--- src/rtl/mole_io_pkg.sv ---
// Shared types and constants for the mole button input conditioner.
// Channel state encodings, default debounce timing and press counter width.
package mole_io_pkg;

    typedef enum logic [1:0] {
        ST_RELEASED     = 2'd0,
        ST_PRESS_PEND   = 2'd1,
        ST_PRESSED      = 2'd2,
        ST_RELEASE_PEND = 2'd3
    } mole_state_e;

    localparam int DEBOUNCE_CYCLES_DEF = 250000;
    localparam int CNT_W_DEF           = 20;
    localparam int PRESS_TOTAL_W       = 16;

    // Add with clamp to all-ones instead of wrapping.
    function automatic logic [PRESS_TOTAL_W-1:0] sat_add(
        input logic [PRESS_TOTAL_W-1:0] a,
        input logic [PRESS_TOTAL_W-1:0] b
    );
        logic [PRESS_TOTAL_W:0] sum;
        sum = {1'b0, a} + {1'b0, b};
        return sum[PRESS_TOTAL_W] ? {PRESS_TOTAL_W{1'b1}} : sum[PRESS_TOTAL_W-1:0];
    endfunction

endpackage

--- src/rtl/debounce_channel.sv ---
// One button channel: two-flop synchroniser, stability counter, debounce FSM, level and press pulse.
// MOLE_INPUT_ACTIVE_LOW_EN: raw pin is active-low; inverted after the synchroniser, sync flops reset to 1.
//
//   state           | meaning
//   ----------------+-----------------------------------------------------------
//   ST_RELEASED     | level 0, synced input idle
//   ST_PRESS_PEND   | level 0, synced input pressed, counting stable cycles
//   ST_PRESSED      | level 1, synced input pressed
//   ST_RELEASE_PEND | level 1, synced input released, counting stable cycles
module debounce_channel
    import mole_io_pkg::*;
#(
    parameter int DEBOUNCE_CYCLES = DEBOUNCE_CYCLES_DEF,
    parameter int CNT_W           = CNT_W_DEF
) (
    input  logic clock,
    input  logic ctrl_reset_n,
    input  logic raw,
    output logic level,
    output logic pulse
);

`ifdef MOLE_INPUT_ACTIVE_LOW_EN
    localparam logic SYNC_RST = 1'b1;
`else
    localparam logic SYNC_RST = 1'b0;
`endif

    localparam logic [CNT_W-1:0] CNT_TERM = CNT_W'(DEBOUNCE_CYCLES - 1);
    localparam logic [CNT_W-1:0] CNT_ONE  = CNT_W'(1);

    logic [1:0]       sync_q;
    logic             pressed;
    mole_state_e      state_q, state_d;
    logic [CNT_W-1:0] cnt_q, cnt_d;
    logic             level_d, pulse_d;

    always_ff @(posedge clock or negedge ctrl_reset_n) begin
        if (!ctrl_reset_n) begin
            sync_q <= {2{SYNC_RST}};
        end else begin
            sync_q <= {sync_q[0], raw};
        end
    end

`ifdef MOLE_INPUT_ACTIVE_LOW_EN
    assign pressed = ~sync_q[1];
`else
    assign pressed = sync_q[1];
`endif

    always_comb begin
        state_d = state_q;
        cnt_d   = cnt_q;
        case (state_q)
            ST_RELEASED: begin
                if (pressed) begin
                    cnt_d   = CNT_ONE;
                    state_d = ST_PRESS_PEND;
                end
            end
            ST_PRESS_PEND: begin
                if (!pressed) begin
                    cnt_d   = '0;
                    state_d = ST_RELEASED;
                end else if (cnt_q == CNT_TERM) begin
                    cnt_d   = '0;
                    state_d = ST_PRESSED;
                end else begin
                    cnt_d = cnt_q + CNT_ONE;
                end
            end
            ST_PRESSED: begin
                if (!pressed) begin
                    cnt_d   = CNT_ONE;
                    state_d = ST_RELEASE_PEND;
                end
            end
            ST_RELEASE_PEND: begin
                if (pressed) begin
                    cnt_d   = '0;
                    state_d = ST_PRESSED;
                end else if (cnt_q == CNT_TERM) begin
                    cnt_d   = '0;
                    state_d = ST_RELEASED;
                end else begin
                    cnt_d = cnt_q + CNT_ONE;
                end
            end
            default: begin
                cnt_d   = '0;
                state_d = ST_RELEASED;
            end
        endcase
    end

    // Level and pulse are registered from the next state so they align with the state change.
    assign level_d = (state_d == ST_PRESSED) || (state_d == ST_RELEASE_PEND);
    assign pulse_d = (state_q == ST_PRESS_PEND) && (state_d == ST_PRESSED);

    always_ff @(posedge clock or negedge ctrl_reset_n) begin
        if (!ctrl_reset_n) begin
            state_q <= ST_RELEASED;
            cnt_q   <= '0;
            level   <= 1'b0;
            pulse   <= 1'b0;
        end else begin
            state_q <= state_d;
            cnt_q   <= cnt_d;
            level   <= level_d;
            pulse   <= pulse_d;
        end
    end

endmodule

--- src/rtl/mole_input_conditioner.sv ---
// Eight-button front end: per-channel debounce, press pulses, press_any and saturating press_total.
// MOLE_INPUT_ACTIVE_LOW_EN selects active-low raw pins inside each debounce_channel.
module mole_input_conditioner
    import mole_io_pkg::*;
#(
    parameter int NUM_MOLES       = 8,
    parameter int DEBOUNCE_CYCLES = DEBOUNCE_CYCLES_DEF,
    parameter int CNT_W           = CNT_W_DEF
) (
    input  logic                     clock,
    input  logic                     ctrl_reset_n,
    input  logic [NUM_MOLES-1:0]     JA_raw,
    output logic [NUM_MOLES-1:0]     JA,
    output logic [NUM_MOLES-1:0]     press_pulse,
    output logic                     press_any,
    output logic [PRESS_TOTAL_W-1:0] press_total,
    input  logic                     clear_total
);

    logic [PRESS_TOTAL_W-1:0] pulse_count;

    for (genvar g = 0; g < NUM_MOLES; g++) begin : g_ch
        debounce_channel #(
            .DEBOUNCE_CYCLES(DEBOUNCE_CYCLES),
            .CNT_W          (CNT_W)
        ) u_ch (
            .clock       (clock),
            .ctrl_reset_n(ctrl_reset_n),
            .raw         (JA_raw[g]),
            .level       (JA[g]),
            .pulse       (press_pulse[g])
        );
    end

    assign press_any = |press_pulse;

    always_comb begin
        pulse_count = '0;
        for (int i = 0; i < NUM_MOLES; i++) begin
            pulse_count = pulse_count + PRESS_TOTAL_W'(press_pulse[i]);
        end
    end

    // Clear wins over the add, so pulses in a clearing cycle are not counted.
    always_ff @(posedge clock or negedge ctrl_reset_n) begin
        if (!ctrl_reset_n) begin
            press_total <= '0;
        end else if (clear_total) begin
            press_total <= '0;
        end else begin
            press_total <= sat_add(press_total, pulse_count);
        end
    end

endmodule
--- config.mk ---
export PLATFORM = sky130hd
export DESIGN_NAME = mole_input_conditioner
export DESIGN_NICKNAME = d
export VERILOG_FILES = /design/src/rtl/mole_io_pkg.sv /design/src/rtl/debounce_channel.sv /design/src/rtl/mole_input_conditioner.sv
export SDC_FILE = /design/constraint.sdc
export NUM_CORES = 1
export LEC_CHECK = 0
export BUFFER_PORTS_ARGS = -buffer_cell sky130_fd_sc_hd__buf_2
export CAP_MARGIN = 30
export CORE_MARGIN = 3
export CORE_UTILIZATION = 40
export DETAILED_ROUTE_END_ITERATION = 8
export PLACE_DENSITY_LB_ADDON = 0.3
export SKIP_CTS_REPAIR_TIMING = 1
export SLEW_MARGIN = 40
export SYNTH_ARGS = -nofsm -noshare
export SYNTH_HDL_FRONTEND = slang
export SYNTH_HIERARCHICAL = 1
export SYNTH_SLANG_ARGS = --single-unit
--- constraint.sdc ---
create_clock -name clock -period 4.2 [get_ports clock]
set_clock_uncertainty 0.2 [all_clocks]
set_input_delay 0.63 -clock clock [delete_from_list [all_inputs] [get_ports clock]]
set_output_delay 0.63 -clock clock [all_outputs]
set_load 0.05 [all_outputs]
==> flow_metrics.py <==
metrics = {
    "yosys": {
        "syn-instance-count": 1231,
        "yosys-top-cells-area": "dfrtp_1, a21oi_1, nand3_1, a22o_1, nand4_1",
        "synth.most_common_cell": "dfrtp_1",
        "synth_top_area_cell": "dfrtp_1",
        "synthTopCellsByCount": "dfrtp_1, nand2_1, a21oi_1",
        "synthFlopType": "dfrtp_1",
        "synth_nets": 1262,
        "syn_avg_cell_area_um2": 9.82,
        "synth-edff-count": 0,
        "ys_warn_count": 6,
        "synthArstFlopShare_pct": 100,
        "netlist_area_um2": 12100,
        "ys_seq_area_share_pct": 46.4,
        "ys_types": 47,
        "ys_ff_latch": 224,
        "yosys.area.top_type_share_pct": 46.4,
    },
    "run": {
        "maxCapViolCount": 0,
    },
    "worst_setup_path": {
        "regToRegEndpoint": "press_total[1]",
        "worstSetupStartpointType": "register",
        "r2r_start": "g_ch[0].u_ch/pulse",
        "rrSetupSlack_ns": 0.30,
        "required_ns": 4.46,
        "path_class": "reg2reg",
        "worstPathArrival_ns": 4.16,
        "crit_path_end_kind": "register",
        "crit_fanout": 12,
        "reg2regPathDepth": 12,
    },
    "placed_design": {
        "dp_hpwl_um": 17100,
        "port_buffers": 43,
        "gp_congestion": 0.798,
    },
    "min_path": {
        "hp-start": "JA_raw[4]",
        "hold_path.class": "in2reg",
        "whs_endpoint": "g_ch[4].u_ch/sync_q[0]",
        "hold_path_depth": 1,
    },
    "finish": {
        "fin_nets": 1291,
        "n_fill_cell": 2754,
        "drive_gt1_share_pct": 12.9,
        "antenna-diode-count": 0,
        "syn_to_final_growth_pct": 12.9,
    },
    "detailed_routing": {
        "routedWlPerCell_um": 15.4,
        "detailroute.via_count": 9580,
        "ant_nets": 0,
        "drt-initial-drc-count": 766,
        "wl_um": 25800,
        "route.detailed.drc": 0,
        "drt_pre_antenna_iters": 5,
        "vias_per_cell": 5.74,
    },
    "sta": {
        "timing.final.crit_share_pct": 92.9,
        "whs_ns": 0.0139,
        "relSlewSlack_pct": 52.7,
        "hold_viol_final": 0,
        "slew_viol_final": 0,
        "fin_setup_tns_ns": 0,
        "tightestPinTransition_ns": 0.708,
        "layout_min_cycle_time_ns": 3.90,
        "finalSetupViolCount": 0,
        "rsz0062_at_grt": "false",
        "max_freq_mhz": 256,
    },
    "outcome": {
        "status": "finished clean",
    },
    "floorplanning": {
        "initial_core_util_pct": 40.7,
        "core_um2": 29700,
        "rows": 63,
        "die_w_um": 180,
        "dieHeight_um": 180,
        "io_pins": 44,
        "die_area_um2": 32300,
    },
    "grt": {
        "grt_use_total_pct": 15.7,
        "grt_pass1_wl_um": 44900,
        "antenna_found_initial": 1,
        "grt_max_degree": 59,
        "grt_pass1_vias": 9163,
        "grt.overflow.total": 0,
    },
    "cts": {
        "ctsHtreeMaxLevel": 1,
        "clockRootBuffer": "clkbuf_16",
        "clkTransAtPathRegs_ns": 0.06,
        "clk_latency_ns": 0.54,
        "clockBufferDepth": 3,
        "cts_tree": "built",
        "cts.sinks": 224,
        "numCtsBuffers": 26,
    },
    "power": {
        "leakage_nw": 5.90,
        "vdd_ir_drop_max_mv": 0.330,
        "p_per_area_nw_per_um2": 363,
        "p_total_mw": 4.95,
    },
}
==> flip-flops by register name (all words and copies together) (netlist names) <==
name and cells:
g_ch.u_ch/cnt_q 160, g_ch.u_ch/level 8, g_ch.u_ch/pulse 8, g_ch.u_ch/state_q 16, g_ch.u_ch/sync_q 16, press_total 16
==> routing by layer <==
layer / routed length, µm / vias up / share of wire [%] / track usage (%)
met1: 12900 / 4670 / 50 / 22.8
met4: 456 / 0 / 1.8 / 3.37
li1: - / 4720 / - / -
met5: 0 / - / 0 / 0
met2: 11500 / 156 / 45 / 25.1
met3: 947 / 34 / 3.7 / 2.53
==> area by class of cell <==
class,count,area (µm²),area share [%]
multi-input cells,909,6070,44.5
flip-flops and latches,224,5610,41.1
clock buffers,28,678,4.97
well taps,390,488,3.58
repair buffers,52,353,2.59
clock inverters,20,270,1.98
inverters,47,176,1.29
==> layout by cell type, fill, tap and decap left out, types with 18 or more instances in the layout <==
master / n
nor2_1: 70
a22o_1: 48
nand2_1: 93
dfrtp_1: 224
a21oi_1: 79
and2_1: 24
clkbuf_16: 26
o21ai_0: 53
and4_1: 24
o211ai_1: 18
nand4_1: 65
xor2_1: 23
a21o_1: 32
a31oi_1: 40
nand3_1: 85
mux2i_1: 27
buf_2: 42
inv_1: 47
or3_1: 32
==> power by group <==
part / internal [mW] / switching, mW / total, mW
registers: 2.20 / 0.0447 / 2.24
clock network: 1.54 / 0.922 / 2.46
logic: 0.0850 / 0.162 / 0.247
==> worst max-delay path, stage by stage (launching register included) <==
cell	delay, ns
dfrtp_1	0.41
fa_1	0.54
inv_1	0.05
fa_1	0.49
fa_1	0.43
fa_1	0.38
inv_1	0.08
fa_1	0.22
nand3_1	0.11
and2_2	0.24
nor2b_4	0.16
nand4_4	0.28
a21oi_1	0.23
==> per-stage QoR <==
| step | cells | instance area [µm²] | util [%] | setup WS (ns) |
|---|---|---|---|---|
| 4_1_cts | 1664 | 13600 | 45.7 | 0.301 |
| 3_3_place_gp | 1615 | 12500 | 42.2 | 0.386 |
| 3_5_place_dp | 1616 | 12600 | 42.5 | 0.309 |
| 5_1_grt | 1670 | 13600 | 45.9 | 0.155 |
| 2_1_floorplan | 1231 | 12100 | - | 0.328 |
| 6_report | 1670 | 13600 | 45.9 | 0.299 |
==> cells by family (layout without fill, tap and decap cells) <==
group | count (synthesis) | in the layout | share of synthesized area [%]
and+or+nand+nor | 482 | 482 | 22.9
buffers and inverters | 98 | 147 | 4.27
adders and majority gates | 20 | 20 | 2.38
DFF | 224 | 224 | 46.4
AOI/OAI and AO/OA | 338 | 338 | 18.5
muxes | 43 | 43 | 3.73
xor gates and xnor gates | 26 | 26 | 1.88
==> how the worst max path moves through the flow <==
stage / startpoint / endpoint / slack (ns)
2_1_floorplan: g_ch[0].u_ch/pulse / press_total[11] / 0.33
3_5_place_dp: g_ch[0].u_ch/pulse / press_total[1] / 0.31
3_3_place_gp: g_ch[0].u_ch/pulse / press_total[1] / 0.39
4_1_cts: g_ch[0].u_ch/pulse / press_total[1] / 0.30
6_report: g_ch[0].u_ch/pulse / press_total[1] / 0.30
5_1_grt: g_ch[0].u_ch/pulse / press_total[0] / 0.15
No activity file was read; power rests on OpenSTA's default activity.
